**src/rtl/eeg_pea_pair_dispatch_if.sv**
```systemverilog
`default_nettype none
//==============================================================================
// Module   : eeg_pea_pair_dispatch_if
// Brief    : Activation, weight and PE-side handshake bundle of the pairing stage.
// Revision : 1.0 - initial release
//==============================================================================
interface eeg_pea_pair_dispatch_if #(
    parameter int PE_ROW      = 4,
    parameter int PE_COL      = 4,
    parameter int DATA_ACT_DW = 8,
    parameter int DATA_WEI_DW = 8,
    parameter int ACT_INF_DW  = 12,
    parameter int WEI_INF_DW  = 3,
    parameter int PAIR_DW     = DATA_ACT_DW + DATA_WEI_DW + ACT_INF_DW + WEI_INF_DW + 2
);
    logic [PE_COL-1:0]                    ACT_VLD;
    logic [PE_COL-1:0]                    ACT_RDY;
    logic [PE_COL-1:0]                    ACT_LST;
    logic [PE_COL*DATA_ACT_DW-1:0]        ACT_DAT;
    logic [PE_COL*ACT_INF_DW-1:0]         ACT_INF;
    logic [PE_COL*PE_ROW-1:0]             WEI_VLD;
    logic [PE_COL*PE_ROW-1:0]             WEI_RDY;
    logic [PE_COL*PE_ROW-1:0]             WEI_LST;
    logic [PE_COL*PE_ROW*DATA_WEI_DW-1:0] WEI_DAT;
    logic [PE_COL*PE_ROW*WEI_INF_DW-1:0]  WEI_INF;
    logic [PE_COL*PE_ROW-1:0]             PE_VLD;
    logic [PE_COL*PE_ROW-1:0]             PE_RDY;
    logic [PE_COL*PE_ROW*PAIR_DW-1:0]     PE_DAT;

    modport master (
        output ACT_VLD, ACT_LST, ACT_DAT, ACT_INF,
        output WEI_VLD, WEI_LST, WEI_DAT, WEI_INF,
        output PE_RDY,
        input  ACT_RDY, WEI_RDY, PE_VLD, PE_DAT
    );

    modport slave (
        input  ACT_VLD, ACT_LST, ACT_DAT, ACT_INF,
        input  WEI_VLD, WEI_LST, WEI_DAT, WEI_INF,
        input  PE_RDY,
        output ACT_RDY, WEI_RDY, PE_VLD, PE_DAT
    );
endinterface
`default_nettype wire

```
**src/rtl/eeg_pea_pair_dispatch.sv**
```systemverilog
`default_nettype none
//==============================================================================
// Module   : eeg_pea_pair_dispatch
// Brief    : Pairs one activation stream per column with per-row weight streams,
//            reusing each activation for a configurable number of weight beats,
//            and buffers each pair in a per-PE FIFO. Optional per-column beat
//            statistics are built when PEA_PAIR_STAT_EN is defined.
// Revision : 1.0 - initial release
//==============================================================================
module eeg_pea_pair_dispatch #(
    parameter int PE_ROW      = 4,
    parameter int PE_COL      = 4,
    parameter int DATA_ACT_DW = 8,
    parameter int DATA_WEI_DW = 8,
    parameter int ACT_INF_DW  = 12,
    parameter int WEI_INF_DW  = 3,
    parameter int BUF_DEPTH   = 4
) (
    input  wire logic              clk,
    input  wire logic              rst,
    input  wire logic [3:0]        CFG_ACT_REUSE,
    input  wire logic              ERR_CLR,
    output logic                   IS_IDLE,
    output logic [PE_COL-1:0]      ERR,
    output logic [PE_COL*16-1:0]   STAT_BEAT_CNT,
    eeg_pea_pair_dispatch_if.slave bus
);

    localparam int PAIR_DW = DATA_ACT_DW + DATA_WEI_DW + ACT_INF_DW + WEI_INF_DW + 2;
    localparam int NPE     = PE_COL * PE_ROW;
    localparam int PTR_W   = $clog2(BUF_DEPTH);
    localparam int CNT_W   = PTR_W + 1;

    typedef enum logic [1:0] {
        ST_IDLE = 2'd0,
        ST_RUN  = 2'd1,
        ST_ERR  = 2'd2
    } state_t;

    logic [PE_COL-1:0]        w_beat;
    logic [PE_COL-1:0]        w_act_rdy;
    logic [PE_COL-1:0]        w_act_lst_st;
    logic [PE_COL-1:0]        w_col_idle;
    logic [NPE-1:0]           w_room;
    logic [NPE-1:0]           w_empty;
    logic [NPE-1:0]           w_wei_rdy;
    logic [NPE-1:0]           w_pe_vld;
    logic [NPE*PAIR_DW-1:0]   w_pe_dat;
    logic                     r_is_idle;

    assign bus.ACT_RDY = w_act_rdy;
    assign bus.WEI_RDY = w_wei_rdy;
    assign bus.PE_VLD  = w_pe_vld;
    assign bus.PE_DAT  = w_pe_dat;
    assign IS_IDLE     = r_is_idle;

    //--------------------------------------------------------------------------
    // Per-column pairing FSM and activation reuse counter
    //--------------------------------------------------------------------------
    for (genvar c = 0; c < PE_COL; c++) begin : g_col
        state_t            r_state;
        state_t            w_nxt;
        logic [3:0]        r_reuse;
        logic [3:0]        r_reuse_cnt;
        logic              r_err;
        logic [PE_ROW-1:0] w_vld_row;
        logic [PE_ROW-1:0] w_lst_row;
        logic              w_all_vld;
        logic              w_lst_all1;
        logic              w_lst_uni;
        logic              w_final;
        logic              w_mis;

        assign w_vld_row  = bus.WEI_VLD[c*PE_ROW +: PE_ROW];
        assign w_lst_row  = bus.WEI_LST[c*PE_ROW +: PE_ROW];
        assign w_all_vld  = &w_vld_row;
        assign w_lst_all1 = &w_lst_row;
        assign w_lst_uni  = w_lst_all1 | ~(|w_lst_row);

        // rst gating keeps an in-flight activation/weight from being consumed
        assign w_beat[c] = !rst && (r_state == ST_RUN) && bus.ACT_VLD[c] && w_all_vld
                           && (&w_room[c*PE_ROW +: PE_ROW]) && w_lst_uni;
        assign w_mis     = (r_state == ST_RUN) && w_all_vld && !w_lst_uni;
        assign w_final   = (r_reuse_cnt == r_reuse) || w_lst_all1;

        assign w_act_rdy[c]    = w_beat[c] && w_final;
        assign w_act_lst_st[c] = w_final && bus.ACT_LST[c];
        assign w_col_idle[c]   = (r_state == ST_IDLE);
        assign ERR[c]          = r_err;

        always_comb begin
            w_nxt = r_state;
            case (r_state)
                ST_IDLE: if (bus.ACT_VLD[c]) w_nxt = ST_RUN;
                ST_RUN: begin
                    // a clear coinciding with a fresh error drops back to IDLE
                    if (w_mis)                                         w_nxt = ERR_CLR ? ST_IDLE : ST_ERR;
                    else if (w_beat[c] && w_final && bus.ACT_LST[c])   w_nxt = ST_IDLE;
                end
                ST_ERR:  if (ERR_CLR) w_nxt = ST_IDLE;
                default: w_nxt = ST_IDLE;
            endcase
        end

        always_ff @(posedge clk) begin
            if (rst) begin
                r_state     <= ST_IDLE;
                r_reuse     <= 4'd0;
                r_reuse_cnt <= 4'd0;
                r_err       <= 1'b0;
            end else begin
                r_state <= w_nxt;
                if ((r_state == ST_IDLE) && bus.ACT_VLD[c])
                    r_reuse <= CFG_ACT_REUSE;
                if (ERR_CLR && ((r_state == ST_ERR) || w_mis))
                    r_reuse_cnt <= 4'd0;
                else if (w_beat[c])
                    r_reuse_cnt <= w_final ? 4'd0 : r_reuse_cnt + 4'd1;
                if (ERR_CLR)
                    r_err <= 1'b0;
                else if (w_mis)
                    r_err <= 1'b1;
            end
        end
    end

    //--------------------------------------------------------------------------
    // Per-PE pair FIFO
    //--------------------------------------------------------------------------
    for (genvar p = 0; p < NPE; p++) begin : g_pe
        localparam int C = p / PE_ROW;

        logic [PAIR_DW-1:0] r_mem [BUF_DEPTH];
        logic [PTR_W-1:0]   r_wp;
        logic [PTR_W-1:0]   r_rp;
        logic [CNT_W-1:0]   r_cnt;
        logic               w_push;
        logic               w_pop;
        logic [PAIR_DW-1:0] w_din;

        assign w_push = w_beat[C];
        assign w_pop  = (r_cnt != '0) && bus.PE_RDY[p];
        assign w_din  = {bus.WEI_LST[p], w_act_lst_st[C],
                         bus.WEI_INF[p*WEI_INF_DW +: WEI_INF_DW],
                         bus.ACT_INF[C*ACT_INF_DW +: ACT_INF_DW],
                         bus.WEI_DAT[p*DATA_WEI_DW +: DATA_WEI_DW],
                         bus.ACT_DAT[C*DATA_ACT_DW +: DATA_ACT_DW]};

        // fullness is judged on the current count, so a same-cycle pop never frees a slot
        assign w_room[p]    = (r_cnt < CNT_W'(BUF_DEPTH));
        assign w_empty[p]   = (r_cnt == '0);
        assign w_wei_rdy[p] = w_beat[C];
        assign w_pe_vld[p]  = (r_cnt != '0);
        assign w_pe_dat[p*PAIR_DW +: PAIR_DW] = r_mem[r_rp];

        always_ff @(posedge clk) begin
            if (w_push)
                r_mem[r_wp] <= w_din;
        end

        always_ff @(posedge clk) begin
            if (rst) begin
                r_wp  <= '0;
                r_rp  <= '0;
                r_cnt <= '0;
            end else begin
                if (w_push) r_wp <= r_wp + PTR_W'(1);
                if (w_pop)  r_rp <= r_rp + PTR_W'(1);
                case ({w_push, w_pop})
                    2'b10:   r_cnt <= r_cnt + CNT_W'(1);
                    2'b01:   r_cnt <= r_cnt - CNT_W'(1);
                    default: r_cnt <= r_cnt;
                endcase
            end
        end
    end

    always_ff @(posedge clk) begin
        if (rst) r_is_idle <= 1'b1;
        else     r_is_idle <= (&w_col_idle) && (&w_empty);
    end

    //--------------------------------------------------------------------------
    // Optional saturating beat statistics
    //--------------------------------------------------------------------------
`ifdef PEA_PAIR_STAT_EN
    for (genvar c = 0; c < PE_COL; c++) begin : g_stat
        logic [15:0] r_beat_cnt;

        always_ff @(posedge clk) begin
            if (rst)
                r_beat_cnt <= 16'd0;
            else if (w_beat[c] && (r_beat_cnt != 16'hFFFF))
                r_beat_cnt <= r_beat_cnt + 16'd1;
        end

        assign STAT_BEAT_CNT[c*16 +: 16] = r_beat_cnt;
    end
`else
    assign STAT_BEAT_CNT = '0;
`endif

endmodule
`default_nettype wire

```
**src/flat_wrapper.sv**
```systemverilog
// flat-port wrapper written by rule: the top's interface ports become plain ports
module eeg_pea_pair_dispatch_flat 
#(
    parameter int PE_ROW      = 4,
    parameter int PE_COL      = 4,
    parameter int DATA_ACT_DW = 8,
    parameter int DATA_WEI_DW = 8,
    parameter int ACT_INF_DW  = 12,
    parameter int WEI_INF_DW  = 3,
    parameter int BUF_DEPTH   = 4
)
  (clk, rst, CFG_ACT_REUSE, ERR_CLR, IS_IDLE, ERR, STAT_BEAT_CNT, bus_ACT_VLD, bus_ACT_LST, bus_ACT_DAT, bus_ACT_INF, bus_WEI_VLD, bus_WEI_LST, bus_WEI_DAT, bus_WEI_INF, bus_PE_RDY, bus_ACT_RDY, bus_WEI_RDY, bus_PE_VLD, bus_PE_DAT);
  eeg_pea_pair_dispatch_if #(.PE_ROW(PE_ROW), .PE_COL(PE_COL), .DATA_ACT_DW(DATA_ACT_DW), .DATA_WEI_DW(DATA_WEI_DW), .ACT_INF_DW(ACT_INF_DW), .WEI_INF_DW(WEI_INF_DW)) bus_i ();
  input  wire logic clk;
  input  wire logic rst;
  input  wire logic [3:0] CFG_ACT_REUSE;
  input  wire logic ERR_CLR;
  output logic IS_IDLE;
  output logic [PE_COL-1:0] ERR;
  output logic [PE_COL*16-1:0] STAT_BEAT_CNT;
  input wire logic [$bits(bus_i.ACT_VLD)-1:0] bus_ACT_VLD;
  input wire logic [$bits(bus_i.ACT_LST)-1:0] bus_ACT_LST;
  input wire logic [$bits(bus_i.ACT_DAT)-1:0] bus_ACT_DAT;
  input wire logic [$bits(bus_i.ACT_INF)-1:0] bus_ACT_INF;
  input wire logic [$bits(bus_i.WEI_VLD)-1:0] bus_WEI_VLD;
  input wire logic [$bits(bus_i.WEI_LST)-1:0] bus_WEI_LST;
  input wire logic [$bits(bus_i.WEI_DAT)-1:0] bus_WEI_DAT;
  input wire logic [$bits(bus_i.WEI_INF)-1:0] bus_WEI_INF;
  input wire logic [$bits(bus_i.PE_RDY)-1:0] bus_PE_RDY;
  output wire logic [$bits(bus_i.ACT_RDY)-1:0] bus_ACT_RDY;
  output wire logic [$bits(bus_i.WEI_RDY)-1:0] bus_WEI_RDY;
  output wire logic [$bits(bus_i.PE_VLD)-1:0] bus_PE_VLD;
  output wire logic [$bits(bus_i.PE_DAT)-1:0] bus_PE_DAT;
  assign bus_i.ACT_VLD = bus_ACT_VLD;
  assign bus_i.ACT_LST = bus_ACT_LST;
  assign bus_i.ACT_DAT = bus_ACT_DAT;
  assign bus_i.ACT_INF = bus_ACT_INF;
  assign bus_i.WEI_VLD = bus_WEI_VLD;
  assign bus_i.WEI_LST = bus_WEI_LST;
  assign bus_i.WEI_DAT = bus_WEI_DAT;
  assign bus_i.WEI_INF = bus_WEI_INF;
  assign bus_i.PE_RDY = bus_PE_RDY;
  assign bus_ACT_RDY = bus_i.ACT_RDY;
  assign bus_WEI_RDY = bus_i.WEI_RDY;
  assign bus_PE_VLD = bus_i.PE_VLD;
  assign bus_PE_DAT = bus_i.PE_DAT;
  eeg_pea_pair_dispatch #(.PE_ROW(PE_ROW), .PE_COL(PE_COL), .DATA_ACT_DW(DATA_ACT_DW), .DATA_WEI_DW(DATA_WEI_DW), .ACT_INF_DW(ACT_INF_DW), .WEI_INF_DW(WEI_INF_DW), .BUF_DEPTH(BUF_DEPTH)) u_core (.clk(clk), .rst(rst), .CFG_ACT_REUSE(CFG_ACT_REUSE), .ERR_CLR(ERR_CLR), .IS_IDLE(IS_IDLE), .ERR(ERR), .STAT_BEAT_CNT(STAT_BEAT_CNT), .bus(bus_i));
endmodule
```
**config.mk**
```make
export PLATFORM = sky130hd
export DESIGN_NAME = eeg_pea_pair_dispatch_flat
export DESIGN_NICKNAME = d
export VERILOG_FILES = /design/src/rtl/eeg_pea_pair_dispatch_if.sv /design/src/rtl/eeg_pea_pair_dispatch.sv /design/src/flat_wrapper.sv
export SDC_FILE = /design/constraint.sdc
export NUM_CORES = 2
export LEC_CHECK = 0
export BUFFER_PORTS_ARGS = -buffer_cell sky130_fd_sc_hd__buf_2
export CORE_MARGIN = 2
export CORE_UTILIZATION = 34
export CTS_CLUSTER_SIZE = 12
export DETAILED_ROUTE_END_ITERATION = 8
export GPL_TIMING_DRIVEN = 0
export HOLD_SLACK_MARGIN = 0.1
export PLACE_DENSITY_LB_ADDON = 0.08
export SLEW_MARGIN = 40
export SYNTH_ARGS = -nofsm -noshare
export SYNTH_HDL_FRONTEND = slang
export SYNTH_SLANG_ARGS = --single-unit
```
**constraint.sdc**
```tcl
create_clock -name clk -period 4.77 [get_ports clk]
set_input_delay 0.954 -clock clk [delete_from_list [all_inputs] [get_ports clk]]
set_output_delay 0.954 -clock clk [all_outputs]
set_load 0.005 [all_outputs]
```
==> summary.txt <==
Status
  • Status: complete, no violations

Power and ir drop
  • Int Pwr: 33,700 uW
  • Switching Fraction: 19.9%
  • Static leakage: 0.0344 uW
  • Clock share of power: 46.1%
  • Cell Pwr Density: 401 nW/um^2
  • Combinational share of power: 1.6%
  • Max IR drop VDD: 318 uV
  • Net load switching power: 8400 uW
  • Reg power frac: 52.3%

Cells and area
  • Multi-input logic area: 17,800 um^2
  • Layout cells sized above 1: 38.0%
  • Fill count: 22,400
  • Final Net Count: 5,654
  • Register area: 67,200 um^2
  • P&R area growth vs syn: 21.8%
  • Filler-free cell count of the finished design: 8,779
  • Commonest non-fill, non-tap cell in the layout: edfxtp_1
  • Commonest cells after routing, fill and taps aside: 2,112 x edfxtp_1, 938 x buf_2, 528 x mux4_2, 284 x clkbuf_16, 189 x dfxtp_1

Floorplanning
  • DIE AREA: 257,000 um^2
  • Count of standard-cell rows: 184
  • Core ar.: 252,000 um^2
  • Initial Util: 34.2%
  • # IOs: 952
  • Die Height: 507 um
  • Die W: 507 um

Min path
  • Worst min path class: primary input to flop

Timing
  • Hold Violations, Final: 0
  • Normalized max-slew margin: 41.9%
  • Final worst path period need: 4520 ps
  • Count of pins over their slew limit: 0
  • Final Cycle Share: 94.9%
  • Max Clock Freq: 221 MHz
  • Final setup fails: 0
  • Final setup margin: 245 ps
  • Clk_skew: 62.0 ps
  • RSZ-0062 raised after global routing: false
  • Worst-margin pin slew: 871 ps

Flow run
  • Max-Cap Viols: 0

Clock tree
  • Largest buffer count on any clock path: 4
  • Post-cts sizing count: 2
  • CTS Sinks: 2,301
  • CTS clk-pin slew, worst paths: 60 ps
  • Hold-fix buffers, CTS: 0
  • Clock Latency Late Sink: 910 ps
  • CTS root buf: clkbuf_16
  • H-tree depth: 5
  • Postcts setup bufs: 0
  • CTS tree: done
  • TritonCTS Buffers: 278

Detailed routing
  • Drt drc: 0
  • Post-DRT Antenna Nets: 0
  • WL/cell: 26.9 um
  • Vias per inst: 4.85
  • Via count: 42,600
  • Drt total wl: 236,000 um
  • DR pass1 iterations: 5
  • First DRT Iteration DRCs: 3,106

Global routing
  • Largest net degree at the start of global routing: 31
  • Tot GR Track Use: 18.0%
  • Remaining Overflow, GRT: 0
  • Vias in the first global route: 43,900
  • First-pass GRT wire length: 330,000 um
  • Initial antenna violation count: 78

Logic synthesis
  • Unique masters post-synth: 53
  • YS warnings: 0
  • Seq/Total Area, Yosys: 78.0%
  • Cell taking the most area after synthesis: edfxtp_1
  • Post-Syn Instances: 3,940
  • Syn_area_per_cell: 21.9 um^2
  • Asr flop ratio synth: 0%
  • FF+latch count, synth: 2,301
  • Post-synthesis instance area: 86,100 um^2
  • Post-synth EDFFs: 2,112
  • Synth Flop Type: edfxtp_1
  • Synth top area cells: edfxtp_1 74%, mux4_2 14%, dfxtp_1 4.4%
  • Yosys top cell area share: 73.6%

Setup path
  • Arrival time of the worst setup path: 3570 ps
  • Nature of the critical path endpoint: output pin
  • Critical Path, Cell by Cell: nor3_2, and2_1, clkbuf_1, nand2_1, inv_1, buf_4, buf_2
  • CP delay by family, top: simple AND/OR/NAND/NOR gates
  • CP required: 3820 ps
  • Cell with the largest stage delay on the worst path: nor3_2
  • Setup crit start kind: flop
  • Max stage delay on crit path: 520 ps
  • Critical path type: flop to output pin
  • Crit Path Max Fanout: 9
  • WP buf/inv: 4

Placement
  • Routability-driven placement congestion ratio: 0.730
  • # port buffers: 886
  • Dpl cells: 8,303
  • Dpl ws: -14.7 ps
  • Post-DP HPWL: 164,000 um
[per-stage QoR]
stage                     instance area [um^2]  hold WS [ps]  TNS (ps)  utilization, %  total power [uW]
final                                   105000           257         0            41.7             42100
after global routing                    105000           184         0            41.7             43500
after CTS                               105000           163         0            41.7             42700
after detailed placement                 96700           457     -38.2            38.4             23100
after global placement                   95000           454   -705330            37.8             23100
after floorplan                          86400           442         0               -             22600
[sequential cells by signal, indices dropped and copies added (netlist names), named ones only]
register                  count
u_core.g_pe.r_mem          2112
u_core.g_col.r_err            4
u_core.g_col.r_reuse_cnt     16
u_core.g_pe.r_cnt            48
u_core.g_col.r_reuse         16
u_core.g_pe.r_wp             32
u_core.IS_IDLE                1
u_core.g_col.r_state          8
u_core.g_pe.r_rp             32
[synthesized netlist by cell type, drive strengths merged, types with 4 or more instances]
cell type,instances
and3,33
ha,84
a21oi,74
nor3,10
mux4,528
mux2i,16
nor3b,5
nor4,15
or4,10
xor2,56
o31ai,7
nand4,10
nor2b,5
dfxtp,189
o41ai,4
o21ai,58
nand2,20
edfxtp,2112
inv,93
buf,137
fa,16
clkbuf,120
xnor2,24
nand3,43
a211oi,12
o31a,13
and2,42
nand4b,4
nor2,127
or3,34
a41oi,4
[metal layers]
metal / vias to the layer above / share of wire [%] / GRT usage, %
met3: 413 / 8.6 / 6.83
met1: 22300 / 41 / 22.6
met5: - / 0.12 / 0
met2: 1252 / 48 / 29.3
met4: 46 / 2.5 / 4.96
li1: 18600 / - / -
[cell families (layout without fill, tap and decap cells)]
| group | count (synthesis) | count (layout) | synth area share, % |
|---|---|---|---|
| AND/OR/NAND/NOR | 369 | 369 | 2.25 |
| XOR/XNOR | 80 | 80 | 0.813 |
| other | 1 | 80 | 0.00435 |
| flip-flops | 2301 | 2301 | 78.0 |
| AO/OA/AOI/OAI | 195 | 195 | 1.43 |
| adder cells (fa/ha/maj) | 100 | 100 | 1.59 |
| buffers and inverters | 350 | 1762 | 1.89 |
| multiplexers | 544 | 544 | 14.0 |
[worst register-to-register path, cell delays in order, from the launching register on]
cell	delay, ps
dfxtp_1	340
nor4_2	570
nand3_1	210
nor3_2	570
clkbuf_1	460
buf_6	210
inv_1	120
ha_1	240
inv_1	70
fa_1	190
xor2_1	70
or3_1	300
a21oi_1	140
[cell type report]
class	count	share of cell area [%]
tap	3348	3.99
timing repair buffer	952	5.47
inverter	93	0.333
multi-input combinational	1352	17.0
clock buffer	348	7.02
antenna	16	0.0382
buffer	257	1.31
clock inverter	112	0.788
sequential	2301	64.1
[path summary, 6_finish.rpt]
path | from | endpoint | slack [ps] | cells past startpoint
max | u_core.g_pe[7].r_cnt[2] | bus_WEI_RDY[6] | 250 | 7
min | bus_WEI_DAT[29] | u_core.g_pe[3].r_mem[2][13] | 260 | 1
max reg2reg | u_core.g_pe[8].r_cnt[2] | u_core.g_pe[10].r_cnt[2] | 1210 | 12
min reg2reg | u_core.g_col[1].r_err | u_core.g_col[1].r_err | 470 | 1
[power groups by stage]
stage	Clock, uW	Combinational [uW]	Sequential [uW]
final	19400	654	22000
after global routing	20800	726	22000
after CTS	20000	667	22000
after detailed placement	0	667	22500
after global placement	0	631	22500
after floorplan	0	161	22500
(Power assumes the default switching activity.)
